$ cat src/rtl/btn_sw_conditioner.sv
// Button / switch input conditioner.
// Two-flop synchronizer and per-bit debounce for push-buttons and slide
// switches, registered press/release pulses for the buttons, and a
// wrap-around mode index stepped by button 0 and cleared by button 1.
// Optional build macro: BTN_AUTOREPEAT_EN adds auto-repeat press pulses
// on button 0 while it stays held.
module btn_sw_conditioner #(
    parameter int NB_BTN          = 4,
    parameter int NB_SW           = 4,
    parameter int NB_DEBOUNCE     = 16,
    parameter int DEBOUNCE_CYCLES = 1000,
    parameter int NB_MODE         = 2,
    parameter int N_MODES         = 3,
    parameter int REPEAT_CYCLES   = 50000
) (
    input  logic               clock,
    input  logic               i_reset,
    input  logic [NB_BTN-1:0]  i_btn,
    input  logic [NB_SW-1:0]   i_sw,
    output logic [NB_BTN-1:0]  o_btn,
    output logic [NB_BTN-1:0]  o_btn_press,
    output logic [NB_BTN-1:0]  o_btn_release,
    output logic [NB_SW-1:0]   o_sw,
    output logic [NB_MODE-1:0] o_mode
);

    // Buttons occupy the low bits, switches the high bits of one vector.
    localparam int NB_IN = NB_BTN + NB_SW;
    localparam logic [NB_DEBOUNCE-1:0] DB_LAST   = NB_DEBOUNCE'(DEBOUNCE_CYCLES - 1);
    localparam logic [NB_DEBOUNCE-1:0] DB_ONE    = NB_DEBOUNCE'(1);
    localparam logic [NB_MODE-1:0]     MODE_LAST = NB_MODE'(N_MODES - 1);
    localparam logic [NB_MODE-1:0]     MODE_ONE  = NB_MODE'(1);

    // Elaboration-time parameter range checks.
    if (NB_BTN < 2) begin : g_bad_nb_btn
        $error("NB_BTN must be at least 2 (buttons 0 and 1 drive the mode)");
    end
    if (DEBOUNCE_CYCLES < 1 || DEBOUNCE_CYCLES > (2 ** NB_DEBOUNCE) - 1) begin : g_bad_debounce
        $error("DEBOUNCE_CYCLES out of range for NB_DEBOUNCE");
    end
    if (N_MODES < 2 || N_MODES > (2 ** NB_MODE)) begin : g_bad_modes
        $error("N_MODES out of range for NB_MODE");
    end
    if (REPEAT_CYCLES < 1) begin : g_bad_repeat
        $error("REPEAT_CYCLES must be at least 1");
    end

    logic [NB_IN-1:0]       w_raw;
    logic [NB_IN-1:0]       r_sync1;
    logic [NB_IN-1:0]       r_sync2;
    logic [NB_IN-1:0]       r_stable;
    logic [NB_IN-1:0]       w_accept;
    logic [NB_IN-1:0]       w_stable_next;
    logic [NB_DEBOUNCE-1:0] r_cnt [NB_IN];
    logic [NB_BTN-1:0]      r_press;
    logic [NB_BTN-1:0]      r_release;
    logic [NB_BTN-1:0]      w_press_set;
    logic [NB_BTN-1:0]      w_release_set;
    logic                   w_rep_fire;
    logic [NB_MODE-1:0]     r_mode;

    assign w_raw = {i_sw, i_btn};

    // Two-flop synchronizer; the raw pins are used nowhere else.
    always_ff @(posedge clock or negedge i_reset) begin
        if (!i_reset) begin
            r_sync1 <= '0;
            r_sync2 <= '0;
        end else begin
            r_sync1 <= w_raw;
            r_sync2 <= r_sync1;
        end
    end

    // A bit flips once its mismatch has been seen DEBOUNCE_CYCLES edges in a row.
    always_comb begin
        w_accept = '0;
        for (int i = 0; i < NB_IN; i++) begin
            w_accept[i] = (r_sync2[i] != r_stable[i]) && (r_cnt[i] == DB_LAST);
        end
        w_stable_next = r_stable ^ w_accept;
    end

    // Per-bit debounce counters and accepted levels; any match drops all credit.
    always_ff @(posedge clock or negedge i_reset) begin
        if (!i_reset) begin
            r_stable <= '0;
            for (int i = 0; i < NB_IN; i++) begin
                r_cnt[i] <= '0;
            end
        end else begin
            r_stable <= w_stable_next;
            for (int i = 0; i < NB_IN; i++) begin
                if ((r_sync2[i] == r_stable[i]) || w_accept[i]) begin
                    r_cnt[i] <= '0;
                end else begin
                    r_cnt[i] <= r_cnt[i] + DB_ONE;
                end
            end
        end
    end

`ifdef BTN_AUTOREPEAT_EN
    localparam int NB_REP = (REPEAT_CYCLES > 1) ? $clog2(REPEAT_CYCLES) : 1;
    localparam logic [NB_REP-1:0] REP_LAST = NB_REP'(REPEAT_CYCLES - 1);
    localparam logic [NB_REP-1:0] REP_ONE  = NB_REP'(1);

    logic [NB_REP-1:0] r_rep_cnt;
    logic              w_held;

    // Button 0 counts as held only while it stays accepted across this edge.
    assign w_held     = r_stable[0] & w_stable_next[0];
    assign w_rep_fire = w_held && (r_rep_cnt == REP_LAST);

    // Repeat period counter, restarted from the initial press.
    always_ff @(posedge clock or negedge i_reset) begin
        if (!i_reset) begin
            r_rep_cnt <= '0;
        end else if (!w_held || w_rep_fire) begin
            r_rep_cnt <= '0;
        end else begin
            r_rep_cnt <= r_rep_cnt + REP_ONE;
        end
    end
`else
    assign w_rep_fire = 1'b0;
`endif

    // Edge detect on the accepted button levels, plus any repeat pulse on button 0.
    always_comb begin
        w_press_set    = w_stable_next[NB_BTN-1:0] & ~r_stable[NB_BTN-1:0];
        w_release_set  = ~w_stable_next[NB_BTN-1:0] & r_stable[NB_BTN-1:0];
        w_press_set[0] = w_press_set[0] | w_rep_fire;
    end

    // Pulses are flopped at the same edge the level changes, so they line up with o_btn.
    always_ff @(posedge clock or negedge i_reset) begin
        if (!i_reset) begin
            r_press   <= '0;
            r_release <= '0;
        end else begin
            r_press   <= w_press_set;
            r_release <= w_release_set;
        end
    end

    // Mode index: button 1 clears (wins over button 0), button 0 steps with wrap.
    always_ff @(posedge clock or negedge i_reset) begin
        if (!i_reset) begin
            r_mode <= '0;
        end else if (r_press[1]) begin
            r_mode <= '0;
        end else if (r_press[0]) begin
            r_mode <= (r_mode == MODE_LAST) ? '0 : r_mode + MODE_ONE;
        end
    end

    assign o_btn         = r_stable[NB_BTN-1:0];
    assign o_sw          = r_stable[NB_IN-1:NB_BTN];
    assign o_btn_press   = r_press;
    assign o_btn_release = r_release;
    assign o_mode        = r_mode;

endmodule

$ cat config.mk
export PLATFORM = sky130hd
export DESIGN_NAME = btn_sw_conditioner
export DESIGN_NICKNAME = d
export VERILOG_FILES = /design/src/rtl/btn_sw_conditioner.sv
export SDC_FILE = /design/constraint.sdc
export NUM_CORES = 1
export LEC_CHECK = 0
export BUFFER_PORTS_ARGS = -buffer_cell sky130_fd_sc_hd__buf_2
export CAP_MARGIN = 10
export CORE_MARGIN = 2
export CORE_UTILIZATION = 60
export DETAILED_ROUTE_END_ITERATION = 10
export PLACE_DENSITY = 0.9
export REMOVE_ABC_BUFFERS = 1
export SYNTH_ARGS = -nofsm -noshare
export SYNTH_HDL_FRONTEND = slang
export SYNTH_SLANG_ARGS = --single-unit
$ cat constraint.sdc
create_clock -name clock -period 2.7 [get_ports clock]
set_input_delay 0.405 -clock clock [delete_from_list [all_inputs] [get_ports clock]]
set_output_delay 0.405 -clock clock [all_outputs]
set_load 0.02 [all_outputs]
==> summary.md <==
| Metric | Value |
|---|---|
| Sw Share | `approximately a fifth` |
| Routed WL | `14500 um` |
| Detail Placement HPWL | `between 9000 and 10000 um` |
| Cell Int Power | `~4.0 mW` |
| Total Routing Usage GR | `24.3%` |
| Number of core rows | `40` |
| Clock Latency Late Sink | `roughly 0.43 ns` |
| Routing usage on met2 | `between 40% and 50%` |
| Clock Power Share | `between 40% and 50%` |
| Clock buffer depth | `2` |
| Critical path type | `register to register` |
| CP Launch Type | `register` |
| Sw Pwr | `~1 mW` |
| Placed cells | `between 800 and 900` |
| EDFF count, synth | `0` |
| First-pass DRT Iterations | `5` |
| DIE AREA | `between 10000 and 15000 um^2` |
| Fin cells | `898` |
| Sequential share of power | `around half` |
| Share of post-route cells with drive strength above 1 | `about a tenth` |
| Clk slew on worst S/H paths | `about 0.060 ns` |
| Largest net degree at the start of global routing | `71` |
| Fmax | `about 450 MHz` |
| Final instance area | `~8200 um^2` |
| Inserted Clock Buffers | `17` |
| Iter 0 DRT Violations | `about 350` |
| Worst hold slack | `0.0799 ns` |
| DR WL/cell | `16.1 um` |
| Vias | `5396` |
| CP required | `roughly 3 ns` |
| Io pins | `28` |
| Pre-CTS setup slack | `around 0.60 ns` |
| Initial antenna violation count | `0` |
| Predominant post-synthesis flop cell | `dfrtp_1` |
| Seq/Total Area, Yosys | `between 50 and 60%` |
| Syn Inst Count | `between 700 and 800` |
| CTS Root Cell | `clkbuf_16` |
| Least-Margin Pin Slew | `roughly 0.65 ns` |
| Initial Utilization | `around three fifths` |
| Final net count | `758` |
| Synth unique cells | `42` |
| Antenna cell count | `0` |
| CTS tree | `built` |
| Hold Crit Class | `input port to register` |
| M3 GR Usage | `under 10%` |
| ANT nets after route | `0` |
| Status | `finished, final reports clean` |
| Post-DP Area | `roughly 7600 um^2` |
| Peak supply drop | `~0.44 mV` |
| Final hold violation count | `0` |
| Max-slew headroom at the worst pin | `roughly 57%` |
| Fin. max-slew vios | `0` |
| PnR worst setup slack | `roughly 0.48 ns` |
| Total power | `just over 5 mW` |
| Logic pwr share | `about 3.1%` |
| First-pass GRT wire length | `approximately 25000 um` |
| Final Wtd Congestion | `a little under 0.9` |
| Critical path capture point type | `register` |
| Async set or reset register ratio after synthesis | `100%` |
| Core area | `12000 um^2` |
| RSZ-0062 raised after global routing | `false` |
| Setup Viol. Count Final | `0` |
| TNS Setup | `0 ns` |
| Avg Cell Area, Syn | `between 10 and 15 um^2` |
| Remaining DRCs | `0` |
| Post-CTS setup buffers | `0` |
| Clk sinks | `about 160` |
| GRT Residual Overflow | `0` |
| Finished Core Util | `between 60% and 70%` |
| Area growth from synthesis to layout | `11.5%` |
| Seq cells post-synth | `~160` |
| Clock skew | `0.00592 ns` |
| GRT busiest layer | `met2` |
| Vias in the first global route | `roughly 5500` |
| Pwr/cell area | `just over 600 nW/um^2` |
| Critical Path AT | `2.49 ns` |
| Peak fanout along the critical path | `16` |
| Static leakage | `3.51 nW` |
| Die Height | `around 110 um` |
| Mapped cell area | `7370 um^2` |
| Crit share post-route | `roughly 82%` |
| Crit path time final | `2.22 ns` |
| Max_cap viols | `0` |
| Synth Warn # | `0` |
| DR vias/cell | `between 6 and 7` |
| Met1 Usage GRT | `between 20% and 30%` |
| H-tree depth | `4` |
| Die width | `around 110 um` |
| Port bufs | `27` |
[routing by layer]
metal / wire (um) / part of all wire (%)
met1: 6020 / 42
met5: 0 / 0
met3: 699 / 4.8
met4: 248 / 1.7
met2: 7490 / 52
[timing repair]
| item | in CTS | in global routing |
|---|---|---|
| endpoints found under the hold margin | 3 | 0 |
| hold buffers | 1 | 0 |
| setup endpoints to repair | 0 | 0 |
| gates resized for setup | 0 | 0 |
[layout by cell type, fill, tap and decap left out, types with 2 or more instances in the layout]
cell	netlist	routed
mux2_2	6	6
nor3_1	28	28
nor3b_1	9	9
clkbuf_8	0	2
inv_1	18	18
clkinv_2	0	3
nand3_1	40	40
ha_1	8	8
xnor2_1	72	72
buf_4	3	2
clkbuf_16	0	17
buf_2	1	26
or3_1	4	4
nand2_1	32	32
nand4_1	43	43
dfrtp_1	162	162
and4_1	9	9
or4_4	2	2
xor2_1	42	42
and3_1	6	6
and2_1	4	4
or4_1	14	14
nand2b_1	2	2
bufinv_16	0	3
o31ai_1	5	5
nor2_1	138	138
or2_2	2	2
nor4_1	22	22
clkbuf_1	10	5
a21oi_1	7	7
mux2_4	2	2
[flip-flops by register name, indices dropped and copies added (netlist names), named ones only]
register and flops:
o_btn_release 4, r_sync1 8, o_mode 2, r_sync2 8, r_cnt 128, o_btn_press 4
[Yosys cell counts (2+ instances only)]
cell | instances | share of area (%)
dfrtp_1 | 162 | 55
nor2_1 | 138 | 7.0
xnor2_1 | 72 | 8.6
nand4_1 | 43 | 3.7
xor2_1 | 42 | 5.0
nand3_1 | 40 | 2.7
nand2_1 | 32 | 1.6
nor3_1 | 28 | 1.9
nor4_1 | 22 | 1.9
inv_1 | 18 | 0.92
or4_1 | 14 | 1.4
clkbuf_1 | 10 | 0.51
and4_1 | 9 | 1.1
nor3b_1 | 9 | 0.92
ha_1 | 8 | 1.4
a21oi_1 | 7 | 0.48
and3_1 | 6 | 0.51
mux2_2 | 6 | 0.92
o31ai_1 | 5 | 0.51
and2_1 | 4 | 0.34
or3_1 | 4 | 0.34
buf_4 | 3 | 0.31
buf_6 | 2 | 0.31
clkbuf_2 | 2 | 0.14
mux2_4 | 2 | 0.41
nand2b_1 | 2 | 0.17
or2_2 | 2 | 0.17
or4_4 | 2 | 0.31
[critical path: stages (launching register included)]
cell and delay (ns):
dfrtp_1 0.43, or4_1 0.53, nor4_1 0.39, nand2b_1 0.56, nor2_1 0.17
[area by class of cell]
cell class / count / area [um^2]
multi-input combinational: 510 / 3150
clock inverter: 6 / 105
fill: 843 / 3790
inverter: 18 / 67.6
sequential: 162 / 4050
tap: 147 / 184
timing repair buffer: 31 / 186
clock buffer: 24 / 472
[kinds of logic (layout without fill, tap and decap cells)]
family / count (synthesis) / in the layout / synth area share, %
and+or+nand+nor: 366 / 366 / 25.3
muxes: 9 / 9 / 1.46
DFF: 162 / 162 / 55.0
AOI/OAI and AO/OA: 13 / 13 / 1.05
adders and majority gates: 8 / 8 / 1.36
buffers and inverters: 36 / 79 / 2.24
xor gates and xnor gates: 114 / 114 / 13.5
[power groups by stage]
stage	Clock [mW]	Combinational, mW	Sequential (mW)
3_5_place_dp	0	0.156	2.55
4_1_cts	2.40	0.159	2.51
3_3_place_gp	0	0.146	2.55
5_1_grt	2.51	0.182	2.52
6_report	2.36	0.155	2.51
2_1_floorplan	0	0.0744	2.54
[worst paths after layout]
kind	slack [ns]	depth (start not counted)	start	endpoint
setup reg to reg	0.48	4	r_cnt[28]	r_cnt[21]
hold / removal	0.08	1	i_sw[2]	r_sync1[6]
setup / recovery	0.48	4	r_cnt[28]	r_cnt[21]
max in group asynchronous	1.39	3	i_reset	r_cnt[113]
min in group asynchronous	0.54	2	i_reset	r_cnt[13]
hold reg to reg	0.35	0	r_sync1[3]	r_sync2[3]
No activity file was read; power rests on OpenSTA's default activity.
